$ cat config.mk
export PLATFORM = sky130hd
export DESIGN_NAME = ram_byte_sequencer
export DESIGN_NICKNAME = d
export VERILOG_FILES = /design/src/rtl/ram_byte_sequencer_pkg.sv /design/src/rtl/ram_byte_sequencer_load_extend.sv /design/src/rtl/ram_byte_sequencer.sv
export SDC_FILE = /design/constraint.sdc
export NUM_CORES = 1
export LEC_CHECK = 0
export BUFFER_PORTS_ARGS = -buffer_cell sky130_fd_sc_hd__buf_2
export CORE_AREA = 2 2 124 126
export DETAILED_ROUTE_END_ITERATION = 8
export DIE_AREA = 0 0 126 128
export GPL_TIMING_DRIVEN = 0
export PLACE_DENSITY = 0.59
export SKIP_LAST_GASP = 1
export SLEW_MARGIN = 10
export SYNTH_ARGS = -nofsm -noshare
export SYNTH_HDL_FRONTEND = slang
export SYNTH_SLANG_ARGS = --single-unit
$ cat constraint.sdc
create_clock -name clk -period 6 [get_ports clk]
set_input_delay 0.3 -clock clk [delete_from_list [all_inputs] [get_ports clk]]
set_output_delay 0.3 -clock clk [all_outputs]
set_load 0.02 [all_outputs]
$ cat src/rtl/ram_byte_sequencer_pkg.sv
// Shared definitions for the byte RAM load/store sequencer: access size codes,
// FSM state encoding and small decode helpers.
`timescale 1ns/1ps
package ram_byte_sequencer_pkg;

  typedef enum logic [1:0] {
    SIZE_BYTE = 2'd0,
    SIZE_HALF = 2'd1,
    SIZE_WORD = 2'd2,
    SIZE_RSVD = 2'd3
  } size_t;

  typedef enum logic [2:0] {
    IDLE  = 3'd0,
    LOAD  = 3'd1,
    STORE = 3'd2,
    DRAIN = 3'd3,
    RESP  = 3'd4
  } state_t;

  // Index of the last byte of an access (N-1). The reserved size runs as a word.
  function automatic logic [1:0] last_index(input logic [1:0] size);
    case (size)
      SIZE_BYTE: return 2'd0;
      SIZE_HALF: return 2'd1;
      default:   return 2'd3;
    endcase
  endfunction

  // Misaligned half/word, or the reserved size code.
  function automatic logic is_misaligned(input logic [1:0] size, input logic [1:0] addr_lo);
    case (size)
      SIZE_BYTE: return 1'b0;
      SIZE_HALF: return addr_lo[0];
      SIZE_WORD: return (addr_lo != 2'd0);
      default:   return 1'b1;
    endcase
  endfunction

endpackage

$ cat src/rtl/ram_byte_sequencer_load_extend.sv
// Combinational load extension: keeps the low 8/16/32 bits of an assembled
// value and fills the upper bits with the sign bit or zero.
`timescale 1ns/1ps
module load_extend
  import ram_byte_sequencer_pkg::*;
(
  input  logic [31:0] value,
  input  logic [1:0]  size,
  input  logic        signed_en,
  output logic [31:0] result
);

  // Select width and fill the upper bits.
  always_comb begin
    result = value;
    case (size)
      SIZE_BYTE: result = {{24{signed_en & value[7]}}, value[7:0]};
      SIZE_HALF: result = {{16{signed_en & value[15]}}, value[15:0]};
      default:   result = value;
    endcase
  end

endmodule

$ cat src/rtl/ram_byte_sequencer.sv
// Load/store sequencer between the core memory stage and a byte-wide RAM.
// Each 8/16/32-bit request is split into little-endian single-byte accesses.
// Optional macro ALIGN_CHECK_EN: misaligned half/word and size 3 requests are
// answered immediately with rsp_error and make no RAM access.
//
// Handshake: a request is accepted on the rising edge where req_valid and
// req_ready are both high; req_ready is high only in IDLE. rsp_valid is a
// single-cycle pulse with no backpressure; rsp_rdata/rsp_error are valid with it.
`timescale 1ns/1ps
module ram_byte_sequencer
  import ram_byte_sequencer_pkg::*;
#(
  parameter int ADDR_WIDTH = 10
) (
  input  logic                  clk,
  input  logic                  reset,
  input  logic                  req_valid,
  output logic                  req_ready,
  input  logic                  req_write,
  input  logic [1:0]            req_size,
  input  logic                  req_signed,
  input  logic [ADDR_WIDTH-1:0] req_addr,
  input  logic [31:0]           req_wdata,
  output logic                  rsp_valid,
  output logic [31:0]           rsp_rdata,
  output logic                  rsp_error,
  output logic [ADDR_WIDTH-1:0] ram_address,
  output logic [7:0]            ram_data_in,
  output logic                  ram_write_enable,
  input  logic [7:0]            ram_data_out,
  output state_t                dbg_state
);

  state_t                state, state_next;
  logic [1:0]            cnt;
  logic [1:0]            last_q;
  logic [1:0]            cap_idx;
  logic                  write_q;
  logic                  signed_q;
  logic [1:0]            size_q;
  logic [ADDR_WIDTH-1:0] addr_q;
  logic [31:0]           wdata_q;
  logic [31:0]           asm_q;
  logic [31:0]           ext_data;
  logic                  accept;
  logic                  req_err;

  assign accept    = req_valid & (state == IDLE);
  assign last_q    = last_index(size_q);
  // In LOAD the byte arriving now belongs to the previous address; DRAIN takes the last one.
  assign cap_idx   = (state == DRAIN) ? last_q : (cnt - 2'd1);
  assign dbg_state = state;

`ifdef ALIGN_CHECK_EN
  logic err_q;

  assign req_err = is_misaligned(req_size, req_addr[1:0]);

  // Remember whether the accepted request was rejected as misaligned.
  always_ff @(posedge clk or posedge reset) begin
    if (reset) begin
      err_q <= 1'b0;
    end else if (accept) begin
      err_q <= req_err;
    end
  end
`else
  assign req_err = 1'b0;
`endif

  // State register.
  always_ff @(posedge clk or posedge reset) begin
    if (reset) begin
      state <= IDLE;
    end else begin
      state <= state_next;
    end
  end

  // Next-state logic: one pass per byte, then (for loads) a drain cycle, then the response.
  always_comb begin
    state_next = state;
    case (state)
      IDLE: begin
        if (accept) begin
          if (req_err)        state_next = RESP;
          else if (req_write) state_next = STORE;
          else                state_next = LOAD;
        end
      end
      STORE:   if (cnt == last_q) state_next = RESP;
      LOAD:    if (cnt == last_q) state_next = DRAIN;
      DRAIN:   state_next = RESP;
      RESP:    state_next = IDLE;
      default: state_next = IDLE;
    endcase
  end

  // Request latch, byte counter and load data assembly.
  always_ff @(posedge clk or posedge reset) begin
    if (reset) begin
      cnt      <= 2'd0;
      write_q  <= 1'b0;
      signed_q <= 1'b0;
      size_q   <= 2'd0;
      addr_q   <= '0;
      wdata_q  <= 32'd0;
      asm_q    <= 32'd0;
    end else if (accept) begin
      cnt      <= 2'd0;
      write_q  <= req_write;
      signed_q <= req_signed;
      size_q   <= req_size;
      addr_q   <= req_addr;
      wdata_q  <= req_wdata;
      asm_q    <= 32'd0;
    end else begin
      case (state)
        STORE: cnt <= (cnt == last_q) ? 2'd0 : cnt + 2'd1;
        LOAD: begin
          if (cnt != 2'd0) asm_q[{cap_idx, 3'b000} +: 8] <= ram_data_out;
          cnt <= (cnt == last_q) ? 2'd0 : cnt + 2'd1;
        end
        DRAIN:   asm_q[{cap_idx, 3'b000} +: 8] <= ram_data_out;
        default: cnt <= cnt;
      endcase
    end
  end

  load_extend u_load_extend (
    .value     (asm_q),
    .size      (size_q),
    .signed_en (signed_q),
    .result    (ext_data)
  );

  // Outputs decoded from state; everything is quiet outside the active phase.
  always_comb begin
    req_ready        = 1'b0;
    rsp_valid        = 1'b0;
    rsp_rdata        = 32'd0;
    rsp_error        = 1'b0;
    ram_address      = '0;
    ram_data_in      = 8'd0;
    ram_write_enable = 1'b0;
    case (state)
      IDLE: req_ready = 1'b1;
      STORE: begin
        ram_address      = addr_q + ADDR_WIDTH'(cnt);
        ram_data_in      = wdata_q[{cnt, 3'b000} +: 8];
        ram_write_enable = 1'b1;
      end
      LOAD:  ram_address = addr_q + ADDR_WIDTH'(cnt);
      DRAIN: ram_address = addr_q + ADDR_WIDTH'(last_q);
      RESP: begin
        rsp_valid = 1'b1;
`ifdef ALIGN_CHECK_EN
        rsp_error = err_q;
        rsp_rdata = (write_q | err_q) ? 32'd0 : ext_data;
`else
        rsp_rdata = write_q ? 32'd0 : ext_data;
`endif
      end
      default: req_ready = 1'b0;
    endcase
  end

endmodule

==> results of run 1 <==
-- worst reg2reg max path, delay by kind of cell, from the launching register on --
family / cells / cell delay [ns]
fa+ha+maj: 2 / 0.62
simple gates: 3 / 0.26
buf+inv: 4 / 0.88
compound gates: 2 / 0.32
flops: 1 / 0.44
-- through the flow --
step | area (sq um) | util | worst slack, ns | hold slack (ns)
after global placement | 5180 | 0.348 | 2.53 | 0.469
after floorplan | 4380 | - | 3.24 | 0.417
after CTS | 5520 | 0.371 | 2.22 | 0.180
final | 5520 | 0.371 | 2.29 | 0.187
after global routing | 5520 | 0.371 | 2.03 | 0.181
after detailed placement | 5210 | 0.351 | 2.59 | 0.358
-- layout make-up --
cell class | count | area (sq um)
flip-flops and latches | 83 | 2080
clock inverters | 3 | 20.0
multi-input cells | 247 | 2050
clock buffers | 13 | 280
inverters | 27 | 104
plain buffers | 24 | 156
fillers | 1531 | 9340
repair buffers | 114 | 598
well taps | 188 | 235
-- layer usage --
metal,GRT usage,share of wire,vias up
met5,0,0.0014,-
met4,0.0394,0.016,2
met3,0.0563,0.085,19
met2,0.233,0.46,113
met1,0.177,0.43,1625
li1,-,-,1593
-- registers in the layout (all words and copies together), names as in the netlist --
name,count
size_q,2
write_q,1
signed_q,1
dbg_state,3
asm_q,32
addr_q,10
wdata_q,32
cnt,2
-- power by group --
part           leakage, nW  internal [mW]  switching, mW
combinational         1.40          0.645          0.768
sequential            1.05          0.789          0.154
clock                0.144          0.325          0.221
-- synthesized netlist by cell type, drive strengths merged (8+ instances only) --
library cell,n
nor2,18
nor2b,19
a22o,17
buf,17
and2,11
nand2b,10
mux2,48
a21oi,34
dfrtp,83
o21ai,12
inv,27
mux4,8
-- logic make-up (layout without fill, tap and decap cells) --
logic type                 after synthesis  count (layout)
xor gates and xnor gates                 8               8
DFF                                     83              83
AOI/OAI and AO/OA                       84              84
buffers and inverters                   51             181
and+or+nand+nor                         89              89
other                                    1               1
adders and majority gates                7               7
muxes                                   58              58
-- worst max path at each step --
stage,from,to,slack [ns],cells after the start
floorplan,size_q[1]$_DFFE_PP0P_,ram_address[4],3.24,9
global placement,reset,asm_q[20]$_DFFE_PP0P_,2.53,2
detailed placement,size_q[1]$_DFFE_PP0P_,ram_address[4],2.59,10
CTS,size_q[1]$_DFFE_PP0P_,ram_address[4],2.22,10
global route,size_q[1]$_DFFE_PP0P_,ram_address[4],2.03,10
finish,size_q[1]$_DFFE_PP0P_,ram_address[4],2.29,10
==> run metrics, run 1 <==
outcome=finished, final reports clean; FP Rows=45; Post-Synth XOR/XNOR Area=0.0160; Placeable Area=approximately 0.015 sq mm; Die Width=~130 microns; drt drc=0; R2R setup slack=~3.4 ns; Setup Skew=approximately 0.0065 ns; root buffer cell=clkbuf_16; final hold vios=0; Tot Pwr=2.90 mW; total CTS buffers=9; P&R area growth vs syn=25.9%; TritonCTS clock tree=done; via count=~3,400; grt ovf=0; maximum clock insertion buffer count=2; Antenna Nets Post-Route=0; initial core utilization=0.295; RSZ-0062 raised after global routing=false; post-synthesis mux area share=0.171; vias in the first global route=~3,500; critical path's largest stage delay=approximately 0.46 ns; Max Freq=approximately 270 MHz; commonest non-fill, non-tap cell in the layout=buf_2; HPWL Detailed=between 8000 and 9000 microns; Max Cap Viol=0; startpoint class of the critical path=flop; critical path type=reg -> out; first-pass GRT wire length=18,400 microns; Max-slew headroom=0.521; DRT iter0 DRCs=approximately 170; Ports=around 110; initial antenna violation count=1; sequential cell area fraction in the yosys report=0.474; CP max FO=10; post-synthesis compound-gate area fraction=0.135; DR WL/cell=16.0 microns; Sink Count=between 80 and 90; worst r2r src=cnt[0]$_DFFE_PP0P_; Synth warnings=0; final setup fails=0; critical path, cell by cell=clkbuf_1 > clkbuf_1 > nor3_1 > a21oi_1 > ha_1 > inv_1 > fa_1 > or3_1 > a21oi_1 > buf_2; maximum vdd drop=about 300 uV; Mapped Cells=between 300 and 400; Worst R2R End=asm_q[26]$_DFFE_PP0P_; Critical Path AT=3.41 ns; setup bufs post-CTS=0; largest area contributor in the netlist=dfrtp_1; Resize count post-CTS=0; syn_nets=445; Area contributors post-synth=dfrtp_1, mux2_2, mux4_2; final WL=between 10,000 and 15,000 microns; first-pass iteration count of the detailed router=4; largest family of logic cells by synthesized area=multiplexers; top-area cell type share of the netlist area=0.474; largest delay contributor family on the critical path=buffers and inverters; Power Density=about 530 mW/mm^2; WP data required=between 5 and 6 ns; Hold Crit Start=req_wdata[1]; Final nets=between 500 and 600; Fin Setup TNS=0 ns; commonest cells after routing, fill and taps aside=buf_2, dfrtp_1, mux2_2; gpl congestion=0.806; Synth Area in Simple Gates=0.124; H-tree depth=3; worst-skew pair later-pin latency=around 0.34 ns; vias per inst=about 4.8; IO buf count=112; slowest stage cell, crit path=fa_1; syn_area_per_cell=~12 sq um; cts hold-fix bufs=1; synthesized area=0.00438 sq mm; layout cell share with drive strength beyond 1=0.429; cell total after placement=682; ys flop type=dfrtp_1; synth unique cells=between 50 and 60; CP bufs+invs=4; Tmin final=roughly 3.7 ns; period utilization=0.618; hold path depth=2; Post-synth EDFFs=0; Seq cells post-synth=83; Clk pin slew, worst setup/hold paths=0.06 ns; Antenna Cells=0; hold endpoint=wdata_q[1]$_DFFE_PP0P_; ys async rst share=1.00; Reg2Reg Depth=11; leak pwr=roughly 2.6 nW; Die ar.=about 0.016 sq mm; crit end category=output port; Tightest Pin Transition=about 0.7 ns; die span in y=about 130 microns; post-synthesis adder-cell area fraction=0.0217; Slew Limit Fails=0; HP Class=in -> reg; largest net degree at the start of global routing=50; fin cells=between 600 and 700; gr usage total=0.143
Power figures use the tool's default switching activity.
==> run 2: changes to the inputs <==
--- a/config.mk
+++ b/config.mk
@@ -5,12 +5,13 @@
 export SDC_FILE = /design/constraint.sdc
 export NUM_CORES = 1
 export LEC_CHECK = 0
+export ABC_AREA = 1
 export BUFFER_PORTS_ARGS = -buffer_cell sky130_fd_sc_hd__buf_2
-export CORE_AREA = 2 2 124 126
+export CORE_AREA = 2 2 127 129
 export DETAILED_ROUTE_END_ITERATION = 8
-export DIE_AREA = 0 0 126 128
+export DIE_AREA = 0 0 129 131
 export GPL_TIMING_DRIVEN = 0
-export PLACE_DENSITY = 0.59
+export PLACE_DENSITY = 0.6
 export SKIP_LAST_GASP = 1
 export SLEW_MARGIN = 10
 export SYNTH_ARGS = -nofsm -noshare
==> constraint.sdc (replaced) <==
create_clock -name clk -period 3.25 [get_ports clk]
set_input_delay 0.1625 -clock clk [delete_from_list [all_inputs] [get_ports clk]]
set_output_delay 0.1625 -clock clk [all_outputs]
set_load 0.02 [all_outputs]
==> run metrics, run 2 <==
Ports=114 (unchanged); synthesized area=0.00454 sq mm (was 0.00438 sq mm); Tot Pwr=5.64 mW (was 2.90 mW); cell mode on critical path=inv_1; Tightest Pin Transition=0.576 ns (was 0.719 ns); worst-skew pair later-pin latency=0.35 ns (was 0.34 ns); CP bufs+invs=4 (unchanged); Max Cap Viol=0 (unchanged); Slew Limit Fails=0 (unchanged); ys flop type=dfrtp_1 (unchanged); first-pass GRT wire length=20,000 microns (was 18,400 microns); Tmin final=between 2 and 3 ns; gpl congestion=0.890 (was 0.806); TritonCTS clock tree=done (unchanged); Mapped Cells=546 (was 381); first-pass iteration count of the detailed router=4 (unchanged); maximum clock insertion buffer count=2 (unchanged); Critical Path AT=2.72 ns (was 3.41 ns); outcome=finished, final reports clean (unchanged); Max Freq=~350 MHz; Filler cells=1,645 (was 1,531); HPWL Detailed=9730 microns (was 8520 microns); Final nets=734 (was 570); critical path type=reg -> out (unchanged); Fin Setup TNS=0 ns (unchanged); root buffer cell=clkbuf_16 (unchanged); DRT iter0 DRCs=258 (was 165); commonest non-fill, non-tap cell in the layout=buf_2 (unchanged); critical path's largest stage delay=0.37 ns (was 0.46 ns); largest delay contributor family on the critical path=simple AND/OR/NAND/NOR gates (was buffers and inverters); design area=0.00576 sq mm (was 0.00552 sq mm); largest net degree at the start of global routing=43 (was 50); final WL=12,700 microns (was 11,200 microns); slowest stage cell, crit path=dfrtp_1 (was fa_1); Placeable Area=0.0156 sq mm (was 0.0149 sq mm); grt ovf=0 (unchanged); final setup fails=0 (unchanged); Post-synth top cells=nand2_1, dfrtp_1, nor2_1 (was dfrtp_1, mux2_2, a21oi_1); Synth warnings=0 (unchanged); Area contributors post-synth=dfrtp_1, nand2_1, a21oi_1 (was dfrtp_1, mux2_2, mux4_2); via count=3,976 (was 3,352); layout cell share with drive strength beyond 1=0.262 (was 0.429); initial antenna violation count=1 (unchanged); CP max FO=10 (unchanged); Post-synth EDFFs=0 (unchanged); Seq cells post-synth=83 (unchanged); area of the multi-input gates=0.00205 sq mm (about the same); Antenna Nets Post-Route=0 (unchanged); largest area contributor in the netlist=dfrtp_1 (unchanged); total CTS buffers=9 (unchanged); syn_area_per_cell=8.32 sq um (was 11.5 sq um); H-tree depth=3 (unchanged); vias per inst=4.46 (was 4.80); count leader, synth=nand2_1 (was dfrtp_1); DP Area=0.00541 sq mm (was 0.00521 sq mm); Sink Count=83 (unchanged); P&R area growth vs syn=26.8% (was 25.9%); WP data required=3.09 ns (was 5.70 ns); Clk pin slew, worst setup/hold paths=0.07 ns (was 0.06 ns); ys async rst share=1.00 (unchanged); Power Density=979 mW/mm^2 (was 526 mW/mm^2); HP Class=in -> reg (unchanged); vias in the first global route=3,837 (was 3,534); Setup Skew=0.00635 ns (was 0.00654 ns); sequential cell area fraction in the yosys report=0.457 (was 0.474); top-area cell type share of the netlist area=0.457 (was 0.474); period utilization=0.888; IO buf count=112 (unchanged); commonest cells after routing, fill and taps aside=buf_2, nand2_1, dfrtp_1 (was buf_2, dfrtp_1, mux2_2); critical path, cell by cell=buf_6 > nand2_2 > nor2_4 > nand2_4 > o21ai_0 > ha_1 > inv_1 > fa_1 > inv_1 > nand2_1 > nor3_1 > a21oi_1 > nor2_1 > buf_2 (was clkbuf_1 > clkbuf_1 > nor3_1 > a21oi_1 > ha_1 > inv_1 > fa_1 > or3_1 > a21oi_1 > buf_2); DR WL/cell=14.3 microns (was 16.0 microns); Reg area=0.00208 sq mm (about the same); leak pwr=2.96 nW (was 2.59 nW); maximum vdd drop=308 uV (was 292 uV); Antenna Cells=0 (unchanged); synth unique cells=34 (was 51); initial core utilization=0.291 (was 0.295); Largest regs=asm_q (32), wdata_q (32), addr_q (10) (unchanged); gr usage total=0.154 (was 0.143); FP Rows=46 (was 45); startpoint class of the critical path=flop (unchanged); drt drc=0 (unchanged); die span in y=131 microns (was 128 microns); setup bufs post-CTS=0 (unchanged); RSZ-0062 raised after global routing=false (unchanged); crit end category=output port (unchanged); Die Width=129 microns (was 126 microns); Max-slew headroom=0.616 (was 0.521); Die ar.=0.0169 sq mm (was 0.0161 sq mm); syn_nets=610 (was 445); final hold vios=0 (unchanged)
==> run 2: changes by cell type in the layout (fill, tap and decap cells not counted), moves of 26 or more <==
| cell | delta |
|---|---|
| nand2_1 | +79 |
| nor2_1 | +51 |
| nand3_1 | +34 |
| mux2_2 | -47 |
| a21oi_1 | +26 |
| inv_1 | +40 |
==> run 2: per-layer routing <==
metal | vias up | part of all wire | track usage
met5 | - | 0.0010 | 0
met2 | 82 | 0.47 | 0.243
met3 | 13 | 0.042 | 0.0362
li1 | 2027 | - | -
met4 | 2 | 0.017 | 0.0575
met1 | 1852 | 0.47 | 0.207
==> run 2: cell type report <==
class                           instances  area share
Timing Repair Buffer                  114       0.104
Multi-Input combinational cell        367       0.355
Inverter                               72      0.0473
Sequential cell                        83       0.361
Tap cell                              216      0.0469
Clock buffer                            9      0.0391
Buffer                                 23      0.0256
Clock inverter                          7      0.0215
==> run 2: worst paths after layout <==
| kind | start | slack (ns) | end | cells after the start |
|---|---|---|---|---|
| worst max-delay path | dbg_state[0]$_DFFE_PP0P_ | 0.36 | ram_address[8] | 14 |
| worst min-delay path | req_wdata[5] | 0.02 | wdata_q[5]$_DFFE_PP0P_ | 2 |
| worst max register to register | cnt[1]$_DFFE_PP0P_ | 0.85 | asm_q[22]$_DFFE_PP0P_ | 10 |
| worst min register to register | wdata_q[3]$_DFFE_PP0P_ | 0.49 | wdata_q[3]$_DFFE_PP0P_ | 1 |
| max in group asynchronous | reset | 2.22 | dbg_state[1]$_DFFE_PP0P_ | 4 |
| min in group asynchronous | reset | 0.43 | asm_q[17]$_DFFE_PP0P_ | 3 |
==> run 2: logic make-up after synthesis <==
family,share of synthesized area
other,0.000825
multiplexers,0.0595
AND/OR/NAND/NOR,0.246
flip-flops,0.457
adder cells (fa/ha/maj),0.0209
buffers and inverters,0.0928
XOR/XNOR,0.00193
AO/OA/AOI/OAI,0.121
==> run 2: through the flow <==
| stage | cells | util | setup slack [ns] | hold slack (ns) |
|---|---|---|---|---|
| global placement | 874 | 0.345 | -0.211 | 0.376 |
| finish | 891 | 0.369 | 0.365 | 0.0230 |
| floorplan | 546 | - | 0.753 | 0.294 |
| detailed placement | 875 | 0.347 | 0.565 | 0.277 |
| global route | 891 | 0.369 | 0.0630 | 0.0180 |
| CTS | 892 | 0.370 | 0.169 | 0.0151 |
==> run 2: power by group <==
part / switching (mW) / internal [mW] / leakage [nW]
clock: 0.441 / 0.759 / 0.172
combinational: 1.87 / 0.916 / 1.76
sequential: 0.223 / 1.43 / 1.03
==> run 2: repair_timing <==
item | 4_1_cts | 5_1_grt
hold buffers | 1 | 0
endpoints found under the hold margin | 41 | 0
endpoints found under the setup margin | 0 | 1
resized for setup | 0 | 1
